--- src/rtl/fetch_pkg.sv ---
// Shared types and helpers for the instruction-fetch front end.
package fetch_pkg;

    localparam int XLEN_DEFAULT = 32;
    localparam logic [31:0] INSN_NOP = 32'h0000_0013;

    typedef struct packed {
        logic [XLEN_DEFAULT-1:0] pc;
        logic [XLEN_DEFAULT-1:0] insn;
    } fetch_entry_t;

    // Width of a counter that must hold every value 0..depth inclusive.
    function automatic int cnt_w(input int depth);
        return $clog2(depth + 1);
    endfunction

endpackage

--- src/rtl/fetch_fifo.sv ---
// Synchronous FIFO of {pc, insn} fetch entries with single-cycle flush.
module fetch_fifo
    import fetch_pkg::*;
#(
    parameter int DEPTH = 4,
    localparam int CW = cnt_w(DEPTH),
    localparam int AW = $clog2(DEPTH),
    localparam int EW = $bits(fetch_entry_t)
) (
    input  logic          clk_i,
    input  logic          rst_i,
    input  logic          flush_i,
    input  logic          push_i,
    input  logic [EW-1:0] data_i,
    input  logic          pop_i,
    output logic [EW-1:0] data_o,
    output logic          full_o,
    output logic          empty_o,
    output logic [CW-1:0] count_o
);

    fetch_entry_t  mem_q [DEPTH];
    logic [AW-1:0] wr_ptr_q, wr_ptr_d, rd_ptr_q, rd_ptr_d;
    logic [CW-1:0] count_q, count_d;
    logic          push_ok, pop_ok;

    assign full_o  = (count_q == CW'(DEPTH));
    assign empty_o = (count_q == '0);
    assign count_o = count_q;
    assign data_o  = mem_q[rd_ptr_q];

    always_comb begin
        pop_ok   = pop_i && !empty_o;
        push_ok  = push_i && (!full_o || pop_ok);
        wr_ptr_d = wr_ptr_q + AW'(push_ok);
        rd_ptr_d = rd_ptr_q + AW'(pop_ok);
        count_d  = count_q + CW'(push_ok) - CW'(pop_ok);
        if (flush_i) begin
            wr_ptr_d = '0;
            rd_ptr_d = '0;
            count_d  = '0;
        end
    end

    always_ff @(posedge clk_i) begin
        if (rst_i) begin
            wr_ptr_q <= '0;
            rd_ptr_q <= '0;
            count_q  <= '0;
        end else begin
            wr_ptr_q <= wr_ptr_d;
            rd_ptr_q <= rd_ptr_d;
            count_q  <= count_d;
        end
    end

    // Storage is not reset; empty_o qualifies the head entry.
    always_ff @(posedge clk_i) begin
        if (push_ok && !flush_i) begin
            mem_q[wr_ptr_q] <= data_i;
        end
    end

endmodule

--- src/rtl/fetch_queue.sv ---
// Instruction-fetch front end: fetch PC, credit-limited imem requests, response queue.
// Optional FETCH_BYPASS_EN forwards a response straight to decode when the queue is empty.
module fetch_queue
    import fetch_pkg::*;
#(
    parameter int              XLEN     = XLEN_DEFAULT,
    parameter int              DEPTH    = 4,
    parameter logic [XLEN-1:0] RESET_PC = '0
) (
    input  logic            i_clk,
    input  logic            i_rst,
    input  logic            i_redirect,
    input  logic [XLEN-1:0] i_redirect_pc,
    output logic            o_imem_req,
    output logic [XLEN-1:0] o_imem_addr,
    input  logic            i_imem_rdy,
    input  logic            i_imem_rsp_vld,
    input  logic [XLEN-1:0] i_imem_rsp_data,
    output logic            o_insn_vld,
    output logic [XLEN-1:0] o_insn,
    output logic [XLEN-1:0] o_pc,
    input  logic            i_insn_rdy
);

    localparam int CW = cnt_w(DEPTH);
    localparam logic [CW:0] DEPTH_C = (CW + 1)'(DEPTH);

    logic [XLEN-1:0] fetch_pc_q, fetch_pc_d, rsp_pc_q, rsp_pc_d;
    logic [CW-1:0]   outst_q, outst_d, drop_q, drop_d;
    logic [CW-1:0]   occ;
    logic [CW:0]     credit_used;
    logic            fifo_full, fifo_empty, push, pop;
    logic            req_fire, rsp_drop, rsp_take, bypass;
    fetch_entry_t    push_entry, head_entry;

    fetch_fifo #(.DEPTH(DEPTH)) u_fifo (
        .clk_i   (i_clk),
        .rst_i   (i_rst),
        .flush_i (i_redirect),
        .push_i  (push),
        .data_i  (push_entry),
        .pop_i   (pop),
        .data_o  (head_entry),
        .full_o  (fifo_full),
        .empty_o (fifo_empty),
        .count_o (occ)
    );

    assign credit_used = {1'b0, occ} + {1'b0, outst_q};
    assign o_imem_addr = fetch_pc_q;
    assign push_entry  = '{pc: rsp_pc_q, insn: i_imem_rsp_data};

    always_comb begin
        o_imem_req = !i_rst && !i_redirect && (credit_used < DEPTH_C);
        req_fire   = o_imem_req && i_imem_rdy;
        rsp_drop   = i_imem_rsp_vld && (drop_q != '0);
        // A response landing in a redirect cycle is stale and never delivered.
        rsp_take   = i_imem_rsp_vld && (drop_q == '0) && !i_redirect && !i_rst;
`ifdef FETCH_BYPASS_EN
        bypass     = rsp_take && fifo_empty && i_insn_rdy;
`else
        bypass     = 1'b0;
`endif
        push       = rsp_take && !bypass;
        pop        = !fifo_empty && i_insn_rdy && !i_redirect;

        fetch_pc_d = req_fire ? fetch_pc_q + XLEN'(4) : fetch_pc_q;
        rsp_pc_d   = rsp_take ? rsp_pc_q + XLEN'(4) : rsp_pc_q;
        outst_d    = outst_q + CW'(req_fire) - CW'(i_imem_rsp_vld);
        drop_d     = drop_q - CW'(rsp_drop);
        if (i_redirect) begin
            fetch_pc_d = i_redirect_pc;
            rsp_pc_d   = i_redirect_pc;
            drop_d     = outst_q - CW'(i_imem_rsp_vld);
        end

        if (bypass) begin
            o_insn_vld = 1'b1;
            o_insn     = i_imem_rsp_data;
            o_pc       = rsp_pc_q;
        end else begin
            o_insn_vld = !fifo_empty;
            o_insn     = fifo_empty ? '0 : head_entry.insn;
            o_pc       = fifo_empty ? '0 : head_entry.pc;
        end
    end

    always_ff @(posedge i_clk) begin
        if (i_rst) begin
            fetch_pc_q <= RESET_PC;
            rsp_pc_q   <= RESET_PC;
            outst_q    <= '0;
            drop_q     <= '0;
        end else begin
            fetch_pc_q <= fetch_pc_d;
            rsp_pc_q   <= rsp_pc_d;
            outst_q    <= outst_d;
            drop_q     <= drop_d;
        end
    end

    // The credit rule reserves a slot for every in-flight response.
    always_ff @(posedge i_clk) begin
        if (!i_rst && !i_redirect) begin
            assert (!(push && fifo_full && !pop));
        end
    end

endmodule

--- config.mk ---
export PLATFORM = sky130hd
export DESIGN_NAME = fetch_queue
export DESIGN_NICKNAME = d
export VERILOG_FILES = /design/src/rtl/fetch_pkg.sv /design/src/rtl/fetch_fifo.sv /design/src/rtl/fetch_queue.sv
export SDC_FILE = /design/constraint.sdc
export NUM_CORES = 1
export LEC_CHECK = 0
export CAP_MARGIN = 20
export CELL_PAD_IN_SITES_DETAIL_PLACEMENT = 1
export CELL_PAD_IN_SITES_GLOBAL_PLACEMENT = 2
export CORE_ASPECT_RATIO = 0.5
export CORE_MARGIN = 3
export CORE_UTILIZATION = 40
export CTS_BUF_LIST = sky130_fd_sc_hd__clkbuf_16
export DETAILED_ROUTE_END_ITERATION = 8
export GPL_ROUTABILITY_DRIVEN = 0
export PLACE_DENSITY_LB_ADDON = 0.05
export SETUP_SLACK_MARGIN = 0.02
export SLEW_MARGIN = 40
export SYNTH_ARGS = -nofsm -noshare
export SYNTH_HDL_FRONTEND = slang
export SYNTH_HIERARCHICAL = 1
export SYNTH_SLANG_ARGS = --single-unit
--- constraint.sdc ---
create_clock -name i_clk -period 11.3 [get_ports i_clk]
set_input_delay 1.13 -clock i_clk [delete_from_list [all_inputs] [get_ports i_clk]]
set_output_delay 1.13 -clock i_clk [all_outputs]
set_load 0.05 [all_outputs]
Yosys cells after proc, flatten, opt, wreduce, memory -nomap -nowiden
Memory sizes are Yosys's and may differ from the RTL's. A register that Yosys moved wholly into a read port is not among the register bits.
Index checks and enable logic that the tools add are counted.
{"block": "classes", "n_addsub": 11, "multipliers": 0, "div_mod_pow": 0, "n_lt_le_gt_ge": 1, "n_eq_ne": 1, "shifts": 0, "muxes": 10, "n_bitwise": 0, "n_reduce_logical": 23}
{"op": "32-bit 2-to-1 mux", "n": 6}
{"op": "32-bit by 3-bit adder with 32-bit output (second input constant)", "n": 2}
{"op": "1-bit logical AND", "n": 12}
{"op": "3-bit by 1-bit subtractor with 3-bit output", "n": 4}
{"op": "3-bit by 1-bit adder with 3-bit output", "n": 2}
{"op": "3-bit logical NOT", "n": 2}
{"op": "2-bit by 1-bit adder with 2-bit output", "n": 2}
{"op": "3-bit by 3-bit adder with 4-bit output", "n": 1}
{"op": "1-bit logical NOT", "n": 4}
{"op": "4-bit by 3-bit less-than comparator with 1-bit output (second input constant)", "n": 1}
{"op": "2-bit nonzero test", "n": 2}
{"op": "3-bit equality test (second input constant)", "n": 1}
{"op": "3-bit 2-to-1 mux", "n": 1}
{"op": "3-bit nonzero test", "n": 1}
{"op": "1-bit 2-to-1 mux", "n": 2}
{"op": "2-bit 2-to-1 mux", "n": 1}
{"op": "2-bit OR reduction", "n": 1}
{"op": "1-bit logical OR", "n": 1}
{"block": "totals", "regBits": 77, "latchBits": 0, "mem_bits_rw": 256, "mem_bits_ro": 0, "word_cells": 54, "n_memories": 1}
{"name": "u_fifo.mem_q", "words": 4, "width": 64, "read_ports": 1, "rd_clocked_by_memory_dff": 1, "wr": 1, "line_no": "fetch_fifo.sv:22", "source": "fetch_entry_t mem_q [DEPTH];"}

Logic depth before layout (Yosys ltp)
{"block": "logic_depth", "depth_word": 10, "depth_mapped": 13, "ltp_nobuf": 12}

By module
The synthesis kept the hierarchy.
{"module": "fetch_fifo", "instances": 1, "cells_each": 374, "area_each_um2": 9721.8, "seq_area_each_um2": 7827.5}
{"module": "fetch_queue", "instances": 1, "cells_each": 568, "area_each_um2": 4364.2, "seq_area_each_um2": 1401.3}

Worst setup path before layout
OpenSTA, ideal clock, no wires.
{"block": "synth_path", "path_kind": "input to register", "start": "input port i_redirect", "end": "memory u_fifo/mem_q[3][0] in the netlist's numbering (enable)", "setup_time_ps": 666, "arrival_ps": 8831, "required_ps": 10634, "slack_ps": 1802, "path_stages": 7, "path_buffers": 2, "cell_sequence": "buf_2 -> nor3b_1 -> nand2_1 -> clkbuf_1 -> inv_1 -> nand2_1 -> nor4b_1"}
{"block": "synth_via", "word_cells_on_any_way": 10, "cone_classes": "mux: 2; reduce/logical: 8"}
{"element": "from (decl)", "line_no": "fetch_queue.sv:12", "source": "input logic i_redirect,"}
{"element": "1-bit logical NOT", "line_no": "fetch_queue.sv:58", "source": "rsp_take = i_imem_rsp_vld && (drop_q == '0) && !i_redirect && !i_rst;"}
{"element": "1-bit logical AND (2 in series)", "line_no": "fetch_queue.sv:58"}
{"element": "via push", "line_no": "fetch_queue.sv:32", "source": "logic fifo_full, fifo_empty, push, pop;"}
{"element": "1-bit logical AND", "line_no": "fetch_fifo.sv:34", "source": "push_ok = push_i && (!full_o || pop_ok);"}
{"element": "1-bit logical AND", "line_no": "fetch_fifo.sv:59", "source": "if (push_ok && !flush_i) begin"}
{"element": "1-bit 2-to-1 mux", "line_no": "fetch_fifo.sv:59"}
{"element": "1-bit 2-to-1 mux (not written as such)", "line_no": "fetch_fifo.sv:60", "source": "mem_q[wr_ptr_q] <= data_i;"}
{"element": "to (decl)", "line_no": "fetch_fifo.sv:22"}
The timed path passes the listed nets, and every way through them passes these cells.

==> metrics.md <==
| Metric | Value |
|---|---|
| Outcome | completed |
| Die ar. | 37,600 um2 |
| IO Pins | 168 |
| Area Growth Syn to Fin | 21.9% |
| Buffers on Ports | 167 |
| CTS sink count | 333 |
| Iteration-0 DRC count of the detailed router | 570 |
| Final net count | 1,185 |
| N_diodes | 0 |
| Synthesized area per cell | 15.0 um2 |
| Core Area | 33,900 um2 |
| Reg-to-reg startpoint | u_fifo/count_o[2] |
| Starting Density | 41.6% |
| Root buffer cell | clkbuf_16 |
| Fin util | 50.7% |
| CP arrival | 3370 ps |
| Post-CTS Resized | 0 |
| RSZ-0062 raised after global routing | no |
| MaxCap Viol Count | 0 |
| DP HPWL | 21,600 um |
| Tot Pwr | 2.58 mW |
| Share of cells above drive strength 1 | 12.5% |
| Critical Path RT | 10,170 ps |
| R2R setup slack | 8010 ps |
| Htree depth | 1 |
| Hold buffer count at cts | 0 |
| Clock slew seen by the registers of the worst setup and hold paths | 60 ps |
| Post-Syn Nets | 1,026 |
| Total Routing Usage GR | 18.3% |
| Vias in the first global route | 9,171 |
| Remaining antenna violation count | 0 |
| Routed length per instance | 21.7 um |
| Largest net degree at the start of global routing | 75 |
| Worst-skew pair later-pin latency | 580 ps |
| Routed vias | 8,486 |
| Drt drc | 0 |
| Period utilization | 39.8% |
| Leak | 5.46 nW |
| Vias per Instance | 5.34 |
| Die width | 271 um |
| Core Rows | 47 |
| Worst min path class | reg -> reg |
| Final hold vios | 0 |
| Die Height | 139 um |
| Startpoint Class | flop |
| Final Max Slew Viols | 0 |
| Synth warn | 6 |
| Critical setup path kind | reg -> out |
| Slew margin rel. | 41.5% |
| Mapped Cells | 941 |
| CTS Buf Count | 30 |
| Worst vdd ir | 125 uV |
| PwrDens | 150 nW/um2 |
| Worst Skew | 22.6 ps |
| Crit path from | u_fifo/rd_ptr_q[0] |
| CP endpoint kind | primary output |
| Setup Viol. Count Final | 0 |
| CTS tree | yes |
| 1st-pass router iterations | 5 |
| Setup TNS Final | 0 ps |
| Min Clock Period, post-route | 4500 ps |
| Initial antenna violation count | 0 |
| Remaining Overflow, GRT | 0 |
| Detailed Route WL | 34,500 um |
| Max Buffers Root-to-Sink | 3 |
| FMAX | 222 MHz |
| Least-Margin Pin Slew | 870 ps |
| Synthesized area | 14,100 um2 |
| Postcts setup bufs | 0 |
| Worst Path Max Fanout | 39 |
| Worst Hold Launch | o_imem_addr[1] |
| First-pass GRT wire length | 54,400 um |
critical path: stages (launching register included):
cell and delay, ps:
dfxtp_4 710, buf_6 540, mux4_1 630, nor2b_1 170
clkdlybuf4s50_1 730
state kept, by name (all words and copies together), names as in the netlist:
name,flops
o_imem_addr,32
u_fifo/rd_ptr_q,2
u_fifo/count_o,3
drop_q,3
rsp_pc_q,32
u_fifo/mem_q,256
u_fifo/wr_ptr_q,2
outst_q,3
area by class of cell:
cell class / count / area (um2)
timing repair buffer: 180 / 1790
multi-input combinational: 534 / 4480
tap: 465 / 582
inverter: 21 / 78.8
clock inverter: 26 / 245
sequential: 333 / 9230
clock buffer: 30 / 751
fill: 3338 / 16700
metal layers:
layer | GRT usage (%) | routed length [um] | up-vias
met5 | 0 | 0 | -
met4 | 3.04 | 505 | 0
met3 | 2.89 | 1180 | 38
met2 | 29.7 | 16200 | 137
met1 | 26.6 | 16600 | 4354
li1 | - | - | 3957
cell usage in the layout (no fill, tap or decap), types with 11 or more instances in the layout:
master / n
nor2_1: 36
edfxtp_1: 256
nand4_1: 28
dfxtp_1: 75
a211oi_1: 16
clkbuf_16: 30
nand2_1: 56
nor2b_1: 68
ha_1: 13
inv_1: 24
a21oi_1: 26
nor3_1: 16
o21ai_0: 15
xnor2_1: 11
mux4_2: 60
and2_1: 11
a31oi_1: 23
clkdlybuf4s50_1: 165
xor2_1: 22
nand3_1: 31
power breakdown:
part           switching, mW  leakage [nW]  internal, mW
Clock                  0.453         0.495         0.577
Combinational         0.0968          2.00        0.0711
Sequential            0.0366          2.96          1.34
path summary, 6_finish.rpt:
kind / end / cells after the start
min reg2reg: o_imem_addr[1] / 2
max reg2reg: outst_q[2] / 12
max: o_pc[31] / 4
min: o_imem_addr[1] / 2
through the flow:
step | hold WS, ps | setup slack, ps | cells | cell area, um2
finish | 455 | 6800 | 1589 | 17200
global route | 493 | 6530 | 1589 | 17200
CTS | 460 | 6430 | 1589 | 17100
detailed placement | 451 | 6540 | 1533 | 16100
global placement | 446 | 6690 | 1533 | 16100
floorplan | 460 | 1800 | 941 | 14100
(Power assumes the default switching activity.)
